### config.mk
export PLATFORM = sky130hd
export DESIGN_NAME = mem_port_arbiter_flat
export DESIGN_NICKNAME = d
export VERILOG_FILES = /design/src/rtl/mem_port_arbiter_pkg.sv /design/src/rtl/mem_port_arbiter_if.sv /design/src/rtl/mem_port_arbiter_select.sv /design/src/rtl/mem_port_arbiter.sv /design/src/flat_wrapper.sv
export SDC_FILE = /design/constraint.sdc
export NUM_CORES = 1
export LEC_CHECK = 0
export CAP_MARGIN = 20
export CORE_AREA = 10 10 183 185
export CTS_BUF_LIST = sky130_fd_sc_hd__clkbuf_4 sky130_fd_sc_hd__clkbuf_8
export DETAILED_ROUTE_END_ITERATION = 16
export DIE_AREA = 0 0 193 195
export PLACE_DENSITY_LB_ADDON = 0.05
export SLEW_MARGIN = 20
export SYNTH_ARGS = -nofsm -noshare
export SYNTH_HDL_FRONTEND = slang
export SYNTH_SLANG_ARGS = --single-unit
### constraint.sdc
create_clock -name clk -period 9 [get_ports clk]
set_clock_uncertainty 0.1 [all_clocks]
set_input_delay 0.9 -clock clk [delete_from_list [all_inputs] [get_ports clk]]
set_output_delay 0.9 -clock clk [all_outputs]
set_load 0.05 [all_outputs]
### src/rtl/mem_port_arbiter_pkg.sv
// Shared types and constants for the unified memory port arbiter:
// FSM states, transaction owner and address alignment helpers.
package mem_arb_pkg;

  typedef enum logic [1:0] {
    IDLE  = 2'd0,
    ISSUE = 2'd1,
    WAIT  = 2'd2,
    DONE  = 2'd3
  } stateT;

  typedef enum logic {
    OWN_IF = 1'b0,
    OWN_D  = 1'b1
  } ownerT;

  localparam logic [63:0] ALIGN_MASK = 64'h7;
  localparam int          CNT_W      = 3;
  localparam int          STARVE_W   = 4;

  function automatic logic isMisaligned(input logic [63:0] addr);
    return (addr & ALIGN_MASK) != 64'd0;
  endfunction

  function automatic logic [63:0] alignAddr(input logic [63:0] addr);
    return addr & ~ALIGN_MASK;
  endfunction

endpackage

### src/rtl/mem_port_arbiter_if.sv
// Bundle of the fetch, data and memory-side signals around the arbiter.
// slave = arbiter view, master = requesters plus memory view.
interface mem_port_arbiter_if;
  // Handshake: a requester raises *_req with stable address/data and holds it
  // until the one-cycle *_ack; *_valid pulses once per read with *_rdata
  // valid in that cycle; d_err replaces the access for a misaligned request.
  logic        if_req;
  logic [63:0] if_addr;
  logic        if_ack;
  logic        if_valid;
  logic [31:0] if_rdata;

  logic        d_req;
  logic        d_we;
  logic [63:0] d_addr;
  logic [63:0] d_wdata;
  logic        d_ack;
  logic        d_valid;
  logic [63:0] d_rdata;
  logic        d_err;

  logic [63:0] mem_addr;
  logic [63:0] mem_wdata;
  logic        mem_wr;
  logic [63:0] mem_rdata;

  modport slave (
    input  if_req, if_addr, d_req, d_we, d_addr, d_wdata, mem_rdata,
    output if_ack, if_valid, if_rdata, d_ack, d_valid, d_rdata, d_err,
           mem_addr, mem_wdata, mem_wr
  );

  modport master (
    output if_req, if_addr, d_req, d_we, d_addr, d_wdata, mem_rdata,
    input  if_ack, if_valid, if_rdata, d_ack, d_valid, d_rdata, d_err,
           mem_addr, mem_wdata, mem_wr
  );
endinterface

### src/rtl/mem_port_arbiter_select.sv
// Winner selection between fetch and data, misalignment check and the
// fetch anti-starvation counter.
module mem_arb_select
  import mem_arb_pkg::*;
#(
  parameter int STARVE_MAX = 4
) (
  input  logic                clk,
  input  logic                Reset,
  input  logic                arbEn,
  input  logic                ifReq,
  input  logic                dReq,
  input  logic [63:0]         dAddr,
  output logic                grantIf,
  output logic                grantD,
  output logic                dMisaligned,
  output logic [STARVE_W-1:0] starveCnt
);

  logic forceIf;

  always_comb begin
    forceIf     = ifReq && (starveCnt == STARVE_W'(STARVE_MAX));
    grantD      = dReq && !forceIf;
    grantIf     = ifReq && (!dReq || forceIf);
    dMisaligned = grantD && isMisaligned(dAddr);
  end

  // Only arbitration edges move the counter; a rejected misaligned data
  // request still counts as a data grant.
  always_ff @(posedge clk or posedge Reset) begin
    if (Reset) begin
      starveCnt <= '0;
    end else if (arbEn) begin
      if (!ifReq || grantIf) begin
        starveCnt <= '0;
      end else if (grantD && (starveCnt != STARVE_W'(STARVE_MAX))) begin
        starveCnt <= starveCnt + STARVE_W'(1);
      end
    end
  end

endmodule

### src/rtl/mem_port_arbiter.sv
// Shares one 64-bit memory port between instruction fetch and data access,
// one transaction in flight, data-first with fetch anti-starvation.
module mem_port_arbiter
  import mem_arb_pkg::*;
#(
  parameter int MEM_LAT    = 1,
  parameter int STARVE_MAX = 4
) (
  input  logic                clk,
  input  logic                Reset,
  mem_port_arbiter_if.slave   bus,
  output stateT               dbgState,
  output logic [STARVE_W-1:0] dbgStarveCnt
);

  stateT             state;
  stateT             stateNext;
  ownerT             owner;
  logic              weReg;
  logic              misReg;
  logic              wordHi;
  logic [63:0]       wdataReg;
  logic [63:0]       memAddrReg;
  logic [CNT_W-1:0]  latCnt;
  logic [31:0]       ifRdataReg;
  logic [63:0]       dRdataReg;
  logic              arbEn;
  logic              grantIf;
  logic              grantD;
  logic              dMisaligned;

  assign arbEn = (state == IDLE);

  mem_arb_select #(
    .STARVE_MAX(STARVE_MAX)
  ) u_select (
    .clk        (clk),
    .Reset      (Reset),
    .arbEn      (arbEn),
    .ifReq      (bus.if_req),
    .dReq       (bus.d_req),
    .dAddr      (bus.d_addr),
    .grantIf    (grantIf),
    .grantD     (grantD),
    .dMisaligned(dMisaligned),
    .starveCnt  (dbgStarveCnt)
  );

  always_ff @(posedge clk or posedge Reset) begin
    if (Reset) begin
      state <= IDLE;
    end else begin
      state <= stateNext;
    end
  end

  // Strobes decode straight from registered state so an asynchronous reset
  // clears them (mem_wr included) without waiting for a clock.
  always_comb begin
    stateNext     = state;
    bus.if_ack    = 1'b0;
    bus.if_valid  = 1'b0;
    bus.d_ack     = 1'b0;
    bus.d_valid   = 1'b0;
    bus.d_err     = 1'b0;
    bus.mem_wr    = 1'b0;
    bus.mem_wdata = '0;
    case (state)
      IDLE: begin
        if (grantIf || grantD) begin
          stateNext = ISSUE;
        end
      end
      ISSUE: begin
        bus.if_ack = (owner == OWN_IF);
        bus.d_ack  = (owner == OWN_D);
        bus.d_err  = (owner == OWN_D) && misReg;
        bus.mem_wr = (owner == OWN_D) && weReg && !misReg;
        if (bus.mem_wr) begin
          bus.mem_wdata = wdataReg;
        end
        if ((owner == OWN_D) && (weReg || misReg)) begin
          stateNext = IDLE;
        end else begin
          stateNext = WAIT;
        end
      end
      WAIT: begin
        if (latCnt == CNT_W'(1)) begin
          stateNext = DONE;
        end
      end
      DONE: begin
        bus.if_valid = (owner == OWN_IF);
        bus.d_valid  = (owner == OWN_D);
        stateNext    = IDLE;
      end
      default: stateNext = IDLE;
    endcase
  end

  always_ff @(posedge clk or posedge Reset) begin
    if (Reset) begin
      owner      <= OWN_IF;
      weReg      <= 1'b0;
      misReg     <= 1'b0;
      wordHi     <= 1'b0;
      wdataReg   <= '0;
      memAddrReg <= '0;
      latCnt     <= '0;
      ifRdataReg <= '0;
      dRdataReg  <= '0;
    end else begin
      case (state)
        IDLE: begin
          if (grantIf) begin
            owner      <= OWN_IF;
            weReg      <= 1'b0;
            misReg     <= 1'b0;
            wordHi     <= bus.if_addr[2];
            memAddrReg <= alignAddr(bus.if_addr);
          end else if (grantD) begin
            owner    <= OWN_D;
            weReg    <= bus.d_we;
            misReg   <= dMisaligned;
            wdataReg <= bus.d_wdata;
            // A misaligned request never reaches the memory address bus.
            if (!dMisaligned) begin
              memAddrReg <= alignAddr(bus.d_addr);
            end
          end
        end
        ISSUE: begin
          latCnt <= CNT_W'(MEM_LAT);
        end
        WAIT: begin
          latCnt <= latCnt - CNT_W'(1);
          if (latCnt == CNT_W'(1)) begin
            if (owner == OWN_IF) begin
              ifRdataReg <= wordHi ? bus.mem_rdata[63:32] : bus.mem_rdata[31:0];
            end else begin
              dRdataReg <= bus.mem_rdata;
            end
          end
        end
        default: ;
      endcase
    end
  end

  assign bus.mem_addr = memAddrReg;
  assign bus.if_rdata = ifRdataReg;
  assign bus.d_rdata  = dRdataReg;
  assign dbgState     = state;

endmodule

### src/flat_wrapper.sv
// flat-port wrapper written by rule: the top's interface ports become plain ports
module mem_port_arbiter_flat import mem_arb_pkg::*;
#(
  parameter int MEM_LAT    = 1,
  parameter int STARVE_MAX = 4
)
  (clk, Reset, dbgState, dbgStarveCnt, bus_if_req, bus_if_addr, bus_d_req, bus_d_we, bus_d_addr, bus_d_wdata, bus_mem_rdata, bus_if_ack, bus_if_valid, bus_if_rdata, bus_d_ack, bus_d_valid, bus_d_rdata, bus_d_err, bus_mem_addr, bus_mem_wdata, bus_mem_wr);
  mem_port_arbiter_if bus_i ();
  input  logic clk;
  input  logic Reset;
  output stateT dbgState;
  output logic [STARVE_W-1:0] dbgStarveCnt;
  input wire logic [$bits(bus_i.if_req)-1:0] bus_if_req;
  input wire logic [$bits(bus_i.if_addr)-1:0] bus_if_addr;
  input wire logic [$bits(bus_i.d_req)-1:0] bus_d_req;
  input wire logic [$bits(bus_i.d_we)-1:0] bus_d_we;
  input wire logic [$bits(bus_i.d_addr)-1:0] bus_d_addr;
  input wire logic [$bits(bus_i.d_wdata)-1:0] bus_d_wdata;
  input wire logic [$bits(bus_i.mem_rdata)-1:0] bus_mem_rdata;
  output wire logic [$bits(bus_i.if_ack)-1:0] bus_if_ack;
  output wire logic [$bits(bus_i.if_valid)-1:0] bus_if_valid;
  output wire logic [$bits(bus_i.if_rdata)-1:0] bus_if_rdata;
  output wire logic [$bits(bus_i.d_ack)-1:0] bus_d_ack;
  output wire logic [$bits(bus_i.d_valid)-1:0] bus_d_valid;
  output wire logic [$bits(bus_i.d_rdata)-1:0] bus_d_rdata;
  output wire logic [$bits(bus_i.d_err)-1:0] bus_d_err;
  output wire logic [$bits(bus_i.mem_addr)-1:0] bus_mem_addr;
  output wire logic [$bits(bus_i.mem_wdata)-1:0] bus_mem_wdata;
  output wire logic [$bits(bus_i.mem_wr)-1:0] bus_mem_wr;
  assign bus_i.if_req = bus_if_req;
  assign bus_i.if_addr = bus_if_addr;
  assign bus_i.d_req = bus_d_req;
  assign bus_i.d_we = bus_d_we;
  assign bus_i.d_addr = bus_d_addr;
  assign bus_i.d_wdata = bus_d_wdata;
  assign bus_i.mem_rdata = bus_mem_rdata;
  assign bus_if_ack = bus_i.if_ack;
  assign bus_if_valid = bus_i.if_valid;
  assign bus_if_rdata = bus_i.if_rdata;
  assign bus_d_ack = bus_i.d_ack;
  assign bus_d_valid = bus_i.d_valid;
  assign bus_d_rdata = bus_i.d_rdata;
  assign bus_d_err = bus_i.d_err;
  assign bus_mem_addr = bus_i.mem_addr;
  assign bus_mem_wdata = bus_i.mem_wdata;
  assign bus_mem_wr = bus_i.mem_wr;
  mem_port_arbiter #(.MEM_LAT(MEM_LAT), .STARVE_MAX(STARVE_MAX)) u_core (.clk(clk), .Reset(Reset), .bus(bus_i), .dbgState(dbgState), .dbgStarveCnt(dbgStarveCnt));
endmodule
==> impl_metrics.ini <==
[die]
dieHeight_microns = 195
num_io_pins = 497
rows = 64
core_region_area_sq_um = 30000
start_util = 0.344
die_area_sq_um = 37600
dieWidth_microns = 193

[sta]
whs_ps = 381
fmax_mhz = 243
rsz0062_at_grt = false
slew_headroom = 0.262
hold_viol_final = 0
setup_viol = 0
tns_ps = 0
min_period_ps = 4120
final_max_slew_viol_count = 0
timing.final.crit_share = 0.457
tightestPinTransition_ps = 1110

[clock_network]
post_cts_resized = 0
clk_pin_slew_worst_paths_ps = 60
cts_buffers = 43
cts_max_path_buffers = 3
cts-root-buf = clkbuf_8
clk_latency_ps = 540
cts_setup_buffers = 0
cts_sinks = 234
cts_max_level = 2
tritoncts = built
cts-hold-fix-buffers = 0

[power_and_ir_drop]
finalPower_uw = 6170
p_seq_frac = 0.300
pwr_density_cell_nw_per_um2 = 379
power_frac_clock = 0.156
intPower_uw = 3320
comb_power_share = 0.544
p_sw_frac = 0.462
peakVddDrop_uv = 235
switchingPower_uw = 2850
p_leak_uw = 0.00673

[worst_hold_path]
holdPathEnd = u_core.wdataReg[25]
min_from = u_core.wdataReg[25]
min_path_cells = 1
hp-class = reg -> reg

[synthesis]
synth_area_leaders = dfrtp_1 (57%), mux2i_1 (9.1%), mux2_2 (8.2%)
syn_inst = 830
ys_ff_latch = 234
yosysMostFrequentCell = dfrtp_1
netlist_area_sq_um = 10300
yosysTopAreaCell = dfrtp_1
synth_edf_count = 0
syn_area_per_cell_sq_um = 12.4
ys_top_cells_by_count = dfrtp_1 (234), nor2_1 (95), mux2i_1 (94)
synth_top_area_frac = 0.568
yosysSeqAreaShare = 0.568
synth_cell_types = 36
yosys_warnings = 0
synth_flop_cell = dfrtp_1
synthArstFlopShare = 1.00

[routing]
vias_per_cell = 4.57
drc_errors = 0
vias = 7956
wire_per_inst_microns = 21.3
ant_nets = 0
drtIter0Drc = 353
dr.pass1.iters = 5
wl_microns = 37100

[setup_path]
path_max_fanout = 65
cp-start-kind = register
cp_data_arrival_time_ps = 3120
rr_worst_depth = 6
cp.required_ps = 8000
cp-end-kind = primary output
r2r_setup_slack_ps = 5880
timing.rr.end = u_core.bus.mem_addr[62]
crit_type = reg -> out
r2r_start = u_core.dbgState[0]

[cells_and_area]
multi_input_area_sq_um = 4080
drive_gt1_frac = 0.123
num-fill-cells = 2714
area_delta_synth_final_pct = 57.6
nNetsFinal = 1590
seqCellArea_sq_um = 5860

[job]
maxCapViolCount = 0

[global_routing]
grtUsageTotal = 0.189
antenna_found_initial = 5
grt_overflow = 0
grt_pass1_vias = 8345
grt_pass1_wl_microns = 54200
grt_max_degree = 114

[place]
globalplace.congestion = 0.748
portBuffers = 491
dpl.hpwl_microns = 27900

[status]
status = complete, no violations
==> layer usage <==
metal | part of all wire | track usage | vias up
met5 | 0.0011 | 0 | -
met4 | 0.010 | 0.0331 | 6
met3 | 0.13 | 0.104 | 37
met2 | 0.49 | 0.322 | 291
met1 | 0.37 | 0.203 | 3787
li1 | - | - | 3835
==> worst max-delay path, cell delays in order (launching register included) <==
cell	delay (ps)
dfrtp_1	410
inv_1	110
ha_1	200
and2_1	160
and3_1	150
buf_4	430
and2_1	200
clkdlybuf4s50_1	880
==> power groups by stage <==
stage               Sequential, uW  Combinational (uW)  Clock [uW]
global placement              1870                3360           0
floorplan                     3090                 949           0
detailed placement            1860                3400           0
CTS                           1860                3410        1000
global route                  1920                3540        1050
finish                        1850                3360         963
==> layout by cell type (no fill, tap or decap), types with 4 or more instances in the layout <==
master and n:
clkdlybuf4s50_1 491, dfrtp_1 233, nor2_1 95, mux2i_1 94, a21oi_1 88, mux2_2 75, and2_1 66, mux2_1 55
clkbuf_8 46, clkbuf_4 17, inv_1 10, nand2_1 8, ha_1 8, buf_4 8, a21oi_2 7, o21ai_0 6
and3_1 4
==> kinds of logic after synthesis <==
group | after synthesis | share of synthesized area
DFF | 234 | 0.568
muxes | 224 | 0.233
and+or+nand+nor | 187 | 0.0896
AOI/OAI and AO/OA | 109 | 0.0586
buffers and inverters | 67 | 0.0411
adders and majority gates | 8 | 0.00970
other | 1 | 0.000363
==> registers in the layout (all words and copies together), names as in the netlist, named ones only <==
signal and flops:
u_core.bus.d_rdata 64, u_core.wdataReg 64, u_core.bus.mem_addr 61, u_core.bus.if_rdata 32, u_core.u_select.starveCnt 4, u_core.latCnt 3, u_core.dbgState 1, u_core.misReg 1
u_core.owner 1, u_core.weReg 1, u_core.wordHi 1
==> layout make-up <==
class                           count  area share
Sequential cell                   234       0.360
Timing Repair Buffer              500       0.307
Multi-Input combinational cell    531       0.251
Clock buffer                       63      0.0468
Tap cell                          396      0.0305
Inverter                           11     0.00300
Clock inverter                      3     0.00138
Antenna cell                        3    0.000462
==> how the worst max path moves through the flow <==
stage                   start                       to  slack, ps  cells past startpoint
global placement    bus_d_req   u_core.bus.mem_addr[3]       5300                      5
CTS                  register        bus_mem_wdata[46]       4790                      7
global route         register        bus_mem_wdata[46]       4620                      7
detailed placement  bus_d_req  u_core.bus.mem_addr[62]       5270                      5
floorplan               Reset                async pin       1580                      1
finish               register        bus_mem_wdata[46]       4880                      7
==> stage by stage <==
stage / setup slack, ps / util / std cells / area, sq um
3_5_place_dp: 5270 / 0.515 / 1672 / 15500
4_1_cts: 4790 / 0.541 / 1738 / 16300
6_report: 4880 / 0.542 / 1741 / 16300
5_1_grt: 4620 / 0.541 / 1738 / 16300
3_3_place_gp: 5300 / 0.515 / 1671 / 15500
2_1_floorplan: 1580 / - / 832 / 10300
Power figures use the tool's default switching activity.
